--- src/rtl/gray_to_binary_if.sv ---
// Gray-to-binary sample bus: Gray samples in, binary results out.
// master drives samples; slave (the converter) returns results.
interface gray_to_binary_if #(
  parameter int WIDTH = 8
);
  logic             in_valid;
  logic [WIDTH-1:0] gray_code;
  logic             out_valid;
  logic [WIDTH-1:0] binary_code;
  logic             step_err;
  logic             step_err_sticky;

  modport master (
    output in_valid,
    output gray_code,
    input  out_valid,
    input  binary_code,
    input  step_err,
    input  step_err_sticky
  );

  modport slave (
    input  in_valid,
    input  gray_code,
    output out_valid,
    output binary_code,
    output step_err,
    output step_err_sticky
  );
endinterface

--- src/rtl/gray_to_binary.sv ---
// Registered Gray-to-binary converter, 1-cycle latency.
// GRAY_STEP_CHECK_EN builds the consecutive-sample adjacency check.
module gray_to_binary #(
  parameter int WIDTH = 8
) (
  input  logic                clk,
  input  logic                rst,
  gray_to_binary_if.slave     bus
);

  logic [WIDTH-1:0] w_bin;
  logic [WIDTH-1:0] r_bin;
  logic             r_out_valid;

  // b[i] is the XOR reduction of g[WIDTH-1:i]
  always_comb begin
    w_bin = '0;
    for (int i = 0; i < WIDTH; i++) begin
      w_bin[i] = ^(bus.gray_code >> i);
    end
  end

  always_ff @(posedge clk) begin
    if (rst) begin
      r_bin       <= '0;
      r_out_valid <= 1'b0;
    end else begin
      r_out_valid <= bus.in_valid;
      if (bus.in_valid) begin
        r_bin <= w_bin;
      end
    end
  end

  assign bus.out_valid   = r_out_valid;
  assign bus.binary_code = r_bin;

`ifdef GRAY_STEP_CHECK_EN
  logic [WIDTH-1:0] r_prev;
  logic             r_have_prev;
  logic             r_step_err;
  logic             r_sticky;
  logic [WIDTH-1:0] w_diff;
  logic             w_multi;

  assign w_diff  = bus.gray_code ^ r_prev;
  // more than one bit set iff clearing the lowest set bit leaves some
  assign w_multi = |(w_diff & (w_diff - 1'b1));

  always_ff @(posedge clk) begin
    if (rst) begin
      r_prev      <= '0;
      r_have_prev <= 1'b0;
      r_step_err  <= 1'b0;
      r_sticky    <= 1'b0;
    end else begin
      r_step_err <= 1'b0;
      if (bus.in_valid) begin
        r_prev      <= bus.gray_code;
        r_have_prev <= 1'b1;
        if (r_have_prev && w_multi) begin
          r_step_err <= 1'b1;
          r_sticky   <= 1'b1;
        end
      end
    end
  end

  assign bus.step_err        = r_step_err;
  assign bus.step_err_sticky = r_sticky;
`else
  assign bus.step_err        = 1'b0;
  assign bus.step_err_sticky = 1'b0;
`endif

endmodule

--- src/flat_wrapper.sv ---
// flat-port wrapper written by rule: the top's interface ports become plain ports
module gray_to_binary_flat 
#(
  parameter int WIDTH = 8
)
  (clk, rst, bus_in_valid, bus_gray_code, bus_out_valid, bus_binary_code, bus_step_err, bus_step_err_sticky);
  gray_to_binary_if #(.WIDTH(WIDTH)) bus_i ();
  input  logic clk;
  input  logic rst;
  input wire logic [$bits(bus_i.in_valid)-1:0] bus_in_valid;
  input wire logic [$bits(bus_i.gray_code)-1:0] bus_gray_code;
  output wire logic [$bits(bus_i.out_valid)-1:0] bus_out_valid;
  output wire logic [$bits(bus_i.binary_code)-1:0] bus_binary_code;
  output wire logic [$bits(bus_i.step_err)-1:0] bus_step_err;
  output wire logic [$bits(bus_i.step_err_sticky)-1:0] bus_step_err_sticky;
  assign bus_i.in_valid = bus_in_valid;
  assign bus_i.gray_code = bus_gray_code;
  assign bus_out_valid = bus_i.out_valid;
  assign bus_binary_code = bus_i.binary_code;
  assign bus_step_err = bus_i.step_err;
  assign bus_step_err_sticky = bus_i.step_err_sticky;
  gray_to_binary #(.WIDTH(WIDTH)) u_core (.clk(clk), .rst(rst), .bus(bus_i));
endmodule
--- config.mk ---
export PLATFORM = sky130hd
export DESIGN_NAME = gray_to_binary_flat
export DESIGN_NICKNAME = d
export VERILOG_FILES = /design/src/rtl/gray_to_binary_if.sv /design/src/rtl/gray_to_binary.sv /design/src/flat_wrapper.sv
export SDC_FILE = /design/constraint.sdc
export NUM_CORES = 1
export LEC_CHECK = 0
export CAP_MARGIN = 20
export CORE_AREA = 2 2 45 47
export CTS_BUF_LIST = sky130_fd_sc_hd__clkbuf_2 sky130_fd_sc_hd__clkbuf_4 sky130_fd_sc_hd__clkbuf_8
export CTS_CLUSTER_DIAMETER = 200
export DETAILED_ROUTE_END_ITERATION = 10
export DIE_AREA = 0 0 47 49
export DONT_BUFFER_PORTS = 1
export HOLD_SLACK_MARGIN = 0.05
export PLACE_DENSITY = 0.42
export SYNTH_ARGS = -nofsm -noshare
export SYNTH_HDL_FRONTEND = slang
export SYNTH_SLANG_ARGS = --single-unit
--- constraint.sdc ---
create_clock -name clk -period 1.4 [get_ports clk]
set_input_delay 0.14 -clock clk [delete_from_list [all_inputs] [get_ports clk]]
set_output_delay 0.14 -clock clk [all_outputs]
set_load 0.01 [all_outputs]
## Word-level counts from Yosys, hierarchy flattened

Index checks and enable logic that the tools add are counted.
Widths: inputs -> output; s select.

- Flip-flop bits (word level): 9
- Logic and storage cells: 10
- Output and inout port bits: 11

- Reduce and logical (&&, ||, !) cells: 8

Operators with widths:

| cell | count |
|---|---|
| $reduce_xor 8->1 | 8 |

## Logic depth before layout (Yosys ltp)

Gate-level depths: netlist (run 1).

- Word-level depth: 1
- Gate-level depth with buffers: 4
- Mapped depth without buffers: 4

## Worst setup path after synthesis (run 1)

Ideal clock, no wire load.

- Path kind: input -> register
- Start: in bus_gray_code[7]
- End: reg u_core.r_bin[0] (netlist: u_core.bus.binary_code[0])
- Slack: 0.161 ns
- Required time: 1.314 ns
- Cell stages on the path: 4
- Arrival: 1.153 ns
- Library setup time: 0.086 ns
- Path buffers: 0
- Cells stage by stage: xnor2_2 xnor3_2 xnor2_1 a211oi_1

- Longest elaborated chain between the ends: 1

Ends and longest elaborated chain:

| item | RTL line | text |
|---|---|---|
| start, declared | flat_wrapper.sv:11 | `input wire logic [$bits(bus_i.gray_code)-1:0] bus_gray_code;` |
| $reduce_xor 8->1 | gray_to_binary.sv:19 | `w_bin[i] = ^(bus.gray_code >> i);` |
| end signal, assigned | gray_to_binary.sv:30 | `r_bin <= w_bin;` |
| end, declared | gray_to_binary.sv:12 | `logic [WIDTH-1:0] r_bin;` |

Every way passes these cells.
A chain may end at the register's enable or synchronous reset.

==> impl_metrics.ini, run 1 <==
[cts]
htreeDepth = 1
ctsRootBufferMaster = clkbuf_4
clkSinkCount = 9
cts_resized = 0
insertion_delay_ns = 0.26
clock_path_buffers = 2
cts_tree = yes
clk_pin_slew_worst_paths_ns = 0.06
cts_buffers = 3

[detailed_routing]
drt-total-wl_um = 858
drc = 0
wl_per_cell_um = 11.29
ant_nets = 0
viasPerCell = 3.816
drt_iter0_drc = 2
num_vias = 290
dr.pass1.iters = 2

[min_path]
hold_depth = 2
hold_path_class = in2reg

[timing]
hold_viol = 0
fmax_mhz = 856.8
final-max-slew-violation-count = 0
skew_ns = 0
fin_crit_sh_pct = 83.37
fin_setup_tns_ns = 0
rsz0062_at_grt = no
setup_viol = 0
timing.final.crit_period_ns = 1.167

[critical_path]
cp_top_family = buffers and inverters
path_max_fanout = 9
slowest_delay_ns = 0.77
r2r-start = u_core.bus.binary_code[0]$_SDFFE_PP0P_
cp_data_required_time_ns = 1.58
reg2reg_depth = 2
crit_buf_inv = 1
r2r_slack_ns = 0.68
cp-end-kind = register
arrival_ns = 1.35
cp_slowest_cell = dlygate4sd3_1
crit_chain = dlygate4sd3_1 -> nor2b_1 -> nand2_1 -> o221ai_1
crit_path_end = u_core.bus.binary_code[1]$_SDFFE_PP0P_
crit_path_start_kind = primary input
crit_type = in2reg
reg2reg_to = u_core.bus.binary_code[0]$_SDFFE_PP0P_
worstSetupStartpoint = bus_in_valid
crit_cells = 4

[finish]
register_area_um2 = 180.2
utilization_pct = 28.40
fillCellCount = 213
final_nets = 61
num_antenna_cells = 0
multi_input_area_um2 = 231.5
area_growth_pct = 21.51
drive_above_1_share_pct = 14.29

[power]
swShare_pct = 26.81
power_density_nw_per_um2 = 1258
p_leak_nw = 0.2114
seqPwrFrac_pct = 47.5
comb_power_share_pct = 19.1
clockPowerShare_pct = 33.4
peakVddDrop_mv = 0.4715
intPower_mw = 0.4815
switchingPower_mw = 0.1764

[floorplan]
start_util_pct = 23.37
die_area_um2 = 2303
pin_count = 22
die_h_um = 49
core-area_um2 = 1842
chipWidth_um = 47
rows = 16

[global_routing]
met2_usage_pct = 14.61
busiest_layer = met2
grt_util_met1_pct = 9.297
grt-ovfl-total = 0
gr-usage-all-layers_pct = 9.357
grt_pass1_vias = 303
grt_max_degree = 10
antenna_found_initial = 0
grt_pass1_wl_um = 1449
grt_use_met3_pct = 1.852

[placement]
port_buffers = 0
gp_congestion = 0.6464
dp_hpwl_um = 583.9

[synth]
netlist_top_cells_area = dfxtp_1 (42%), xor2_1 (8.1%), mux2i_1 (7.0%)
yosysTopAreaCell = dfxtp_1
synth_area_per_cell_um2 = 10.01
ys_warn_count = 0
yosysTopAreaCellShare_pct = 41.86
synth_cells = 43
synthesis.area_um2 = 430.4
synth-seq-area-share_pct = 41.86
synth-seq-cells = 9
synthDistinctLibCells = 17

[run]
drv_cap = 0

[outcome]
status = finished clean
[state kept, by name (all words and copies together), names as in the netlist]
signal	count
u_core.bus.binary_code	8
u_core.bus.out_valid	1
[stage by stage]
| step | hold WS (ns) | power (mW) | worst slack (ns) | instance area (um^2) | instances |
|---|---|---|---|---|---|
| global route | 0.08367 | 0.7017 | 0.1565 | 523.0 | 76 |
| CTS | 0.05221 | 0.6750 | 0.2210 | 523.0 | 76 |
| floorplan | 0.2874 | 0.4204 | 0.1610 | 434.2 | 44 |
| detailed placement | 0.2157 | 0.4290 | 0.1987 | 452.9 | 68 |
| finish | 0.06394 | 0.6579 | 0.2328 | 523.0 | 76 |
| global placement | 0.2141 | 0.4282 | 0.2116 | 452.9 | 68 |
[cell usage in the layout, fill, tap and decap left out, types with 2 or more instances in the layout]
| cell type | count |
|---|---|
| xor2_1 | 4 |
| a211oi_1 | 4 |
| nor2_1 | 7 |
| clkbuf_4 | 4 |
| dlygate4sd3_1 | 4 |
| conb_1 | 2 |
| nand2_1 | 2 |
| dfxtp_1 | 9 |
| mux2i_1 | 3 |
| xnor2_1 | 3 |
[how the worst min path moves through the flow]
| stage | slack [ns] | to | from |
|---|---|---|---|
| 6_report | 0.06 | u_core.bus.binary_code[2]$_SDFFE_PP0P_ | bus_in_valid |
| 5_1_grt | 0.08 | u_core.bus.binary_code[2]$_SDFFE_PP0P_ | bus_in_valid |
| 4_1_cts | 0.05 | u_core.bus.binary_code[2]$_SDFFE_PP0P_ | bus_in_valid |
| 3_5_place_dp | 0.22 | u_core.bus.binary_code[4]$_SDFFE_PP0P_ | rst |
| 3_3_place_gp | 0.21 | u_core.bus.binary_code[6]$_SDFFE_PP0P_ | rst |
| 2_1_floorplan | 0.29 | u_core.bus.binary_code[7]$_SDFFE_PP0P_ | bus_gray_code[7] |
[area by class of cell]
class	instances	share of cell area (%)
clock buffer	4	5.742
multi-input combinational	31	44.26
sequential	9	34.45
tap	27	6.459
timing repair buffer	5	9.091
[worst register-to-register path, cell delays in order (launching register included)]
cell      delay [ns]
dfxtp_1         0.39
nor2_1          0.06
a211oi_1        0.20
[power by group through the flow]
stage | registers [mW] | clock network [mW] | logic [mW]
2_1_floorplan | 0.314 | 0 | 0.107
3_3_place_gp | 0.319 | 0 | 0.109
3_5_place_dp | 0.320 | 0 | 0.109
4_1_cts | 0.314 | 0.234 | 0.128
5_1_grt | 0.316 | 0.242 | 0.143
6_report | 0.312 | 0.220 | 0.126
[metal layers]
layer / wire (um) / part of all wire [%] / vias to the layer above
li1: - / - / 152
met1: 305 / 36 / 127
met5: 0 / 0 / -
met2: 471 / 55 / 9
met3: 61 / 7.1 / 2
met4: 19 / 2.2 / 0
[repair_timing]
item | CTS | global route
hold endpoints to repair | 9 | 0
hold buffers | 4 | 0
setup buffers | 0 | 0
[cells in the mapped netlist]
cell / count
a211oi_1: 4
buf_1: 1
buf_4: 2
clkbuf_1: 1
conb_1: 1
dfxtp_1: 9
mux2i_1: 3
nand2_1: 2
nand2b_1: 1
nor2_1: 7
nor2b_1: 1
nor3b_1: 1
o221ai_1: 1
xnor2_1: 3
xnor2_2: 1
xnor3_2: 1
xor2_1: 4
[logic make-up after synthesis]
kind of cell | synth area share (%)
flip-flops | 41.86
AND/OR/NAND/NOR | 12.50
XOR/XNOR | 23.55
buffers and inverters | 5.230
multiplexers | 6.977
AO/OA/AOI/OAI | 9.012
other | 0.8713
No activity file was read; power rests on OpenSTA's default activity.
==> inputs of run 2 (changes only) <==
Settings changed: PLACE_DENSITY 0.42 to 0.43.
Clock period 1.4 ns to 1 ns, I/O delays scaled along.
==> impl_metrics.ini, run 2 (same netlist as run 1, synthesis figures left out) <==
[outcome]
status = finished, violations left
violations = negative hold slack

[detailed_routing]
wl_per_cell_um = 10.96
viasPerCell = 3.896
drt_iter0_drc = 1
dr.pass1.iters = 2
drt-total-wl_um = 844
drc = 0
ant_nets = 0
num_vias = 300

[placement]
dp_cells = 70
dp_hpwl_um = 606.1
postPlaceCellArea_um2 = 486.7
preCtsSetupSlack_ns = -0.1570
port_buffers = 0
gp_congestion = 0.7601

[timing]
fin_setup_tns_ns = 0
final-max-slew-violation-count = 0
rsz0062_at_grt = no
setup_ws_ns = 0.1143
skew_ns = 0
fin_crit_sh_pct = 88.57
hold_ws_ns = -0.06645
hold_viol = 4
timing.final.crit_period_ns = 0.8857
setup_viol = 0
fmax_mhz = 1129

[finish]
final_common_cell = dfxtp_1
register_area_um2 = 180.2
fin_area_um2 = 546.8
final_nets = 62
largest_reg_flops = 8
drive_above_1_share_pct = 20.00
layout.cells.non_filler = 77
num_antenna_cells = 0
multi_input_area_um2 = 250.2
area_growth_pct = 27.03
fillCellCount = 213
final_cell_mix = dfxtp_1 (9), nor2_1 (7), a211oi_1 (4), clkbuf_4 (4)

[run]
drv_cap = 0

[cts]
clkSinkCount = 9
clk_pin_slew_worst_paths_ns = 0.07
ctsHoldBuffers = 3
htreeDepth = 1
clock_path_buffers = 2
cts_tree = yes
cts_resized = 0
cts_buffers = 3
insertion_delay_ns = 0.26
post_cts_buffers = 0
ctsRootBufferMaster = clkbuf_4

[global_routing]
grt_max_degree = 15
antenna_found_initial = 0
grt-ovfl-total = 0
gr-usage-all-layers_pct = 8.256
grt_pass1_vias = 302
grt_pass1_wl_um = 1366

[floorplan]
start_util_pct = 23.37
rows = 16
core-area_um2 = 1842
chipWidth_um = 47
pin_count = 22
die_h_um = 49
die_area_um2 = 2303

[power]
power_density_nw_per_um2 = 1704
p_leak_nw = 0.2213
power_mw = 0.9320
peakVddDrop_mv = 0.7249

[critical_path]
cp_data_required_time_ns = 1.17
crit_type = in2reg
arrival_ns = 1.05
cp-end-kind = register
path_max_fanout = 5
crit_path_start_kind = primary input

[min_path]
hold_path_class = in2reg
-- run 2: critical path, cell delays in order --
cell and delay [ns]:
xor2_4 0.17, xnor3_2 0.42, xnor2_1 0.15, a211oi_1 0.21
-- run 2: metal layers --
metal | GRT usage, % | share of wire [%]
met2 | 11.19 | 46
met1 | 10.60 | 41
met5 | 0 | 0
met3 | 4.074 | 13
met4 | 4.167 | 0
-- run 2: per-stage QoR --
step / hold slack [ns] / util, %
global placement: 0.1743 / 26.43
floorplan: 0.2474 / -
finish: -0.06645 / 29.69
CTS: -0.07225 / 29.69
global route: -0.07440 / 29.69
detailed placement: 0.1754 / 26.43
-- run 2: final cells by class --
cell class	instances	share of cell area [%]
sequential	9	32.95
multi-input combinational	31	45.77
clock buffer	4	5.492
tap	27	6.178
timing repair buffer	6	9.611
-- run 2: path summary, 6_finish.rpt --
kind	slack [ns]	to	from	cells after the start
max	0.11	u_core.bus.binary_code[2]$_SDFFE_PP0P_	bus_gray_code[5]	4
min	-0.07	u_core.bus.binary_code[0]$_SDFFE_PP0P_	bus_in_valid	1
max reg2reg	0.25	u_core.bus.binary_code[2]$_SDFFE_PP0P_	u_core.bus.binary_code[2]$_SDFFE_PP0P_	2
min reg2reg	0.53	u_core.bus.binary_code[6]$_SDFFE_PP0P_	u_core.bus.binary_code[6]$_SDFFE_PP0P_	2
-- run 2: power breakdown --
group          total, mW  switching, mW  leakage [nW]  internal [mW]
sequential         0.438         0.0415        0.0746          0.396
clock              0.312          0.131        0.0184          0.181
combinational      0.182         0.0738         0.128          0.108
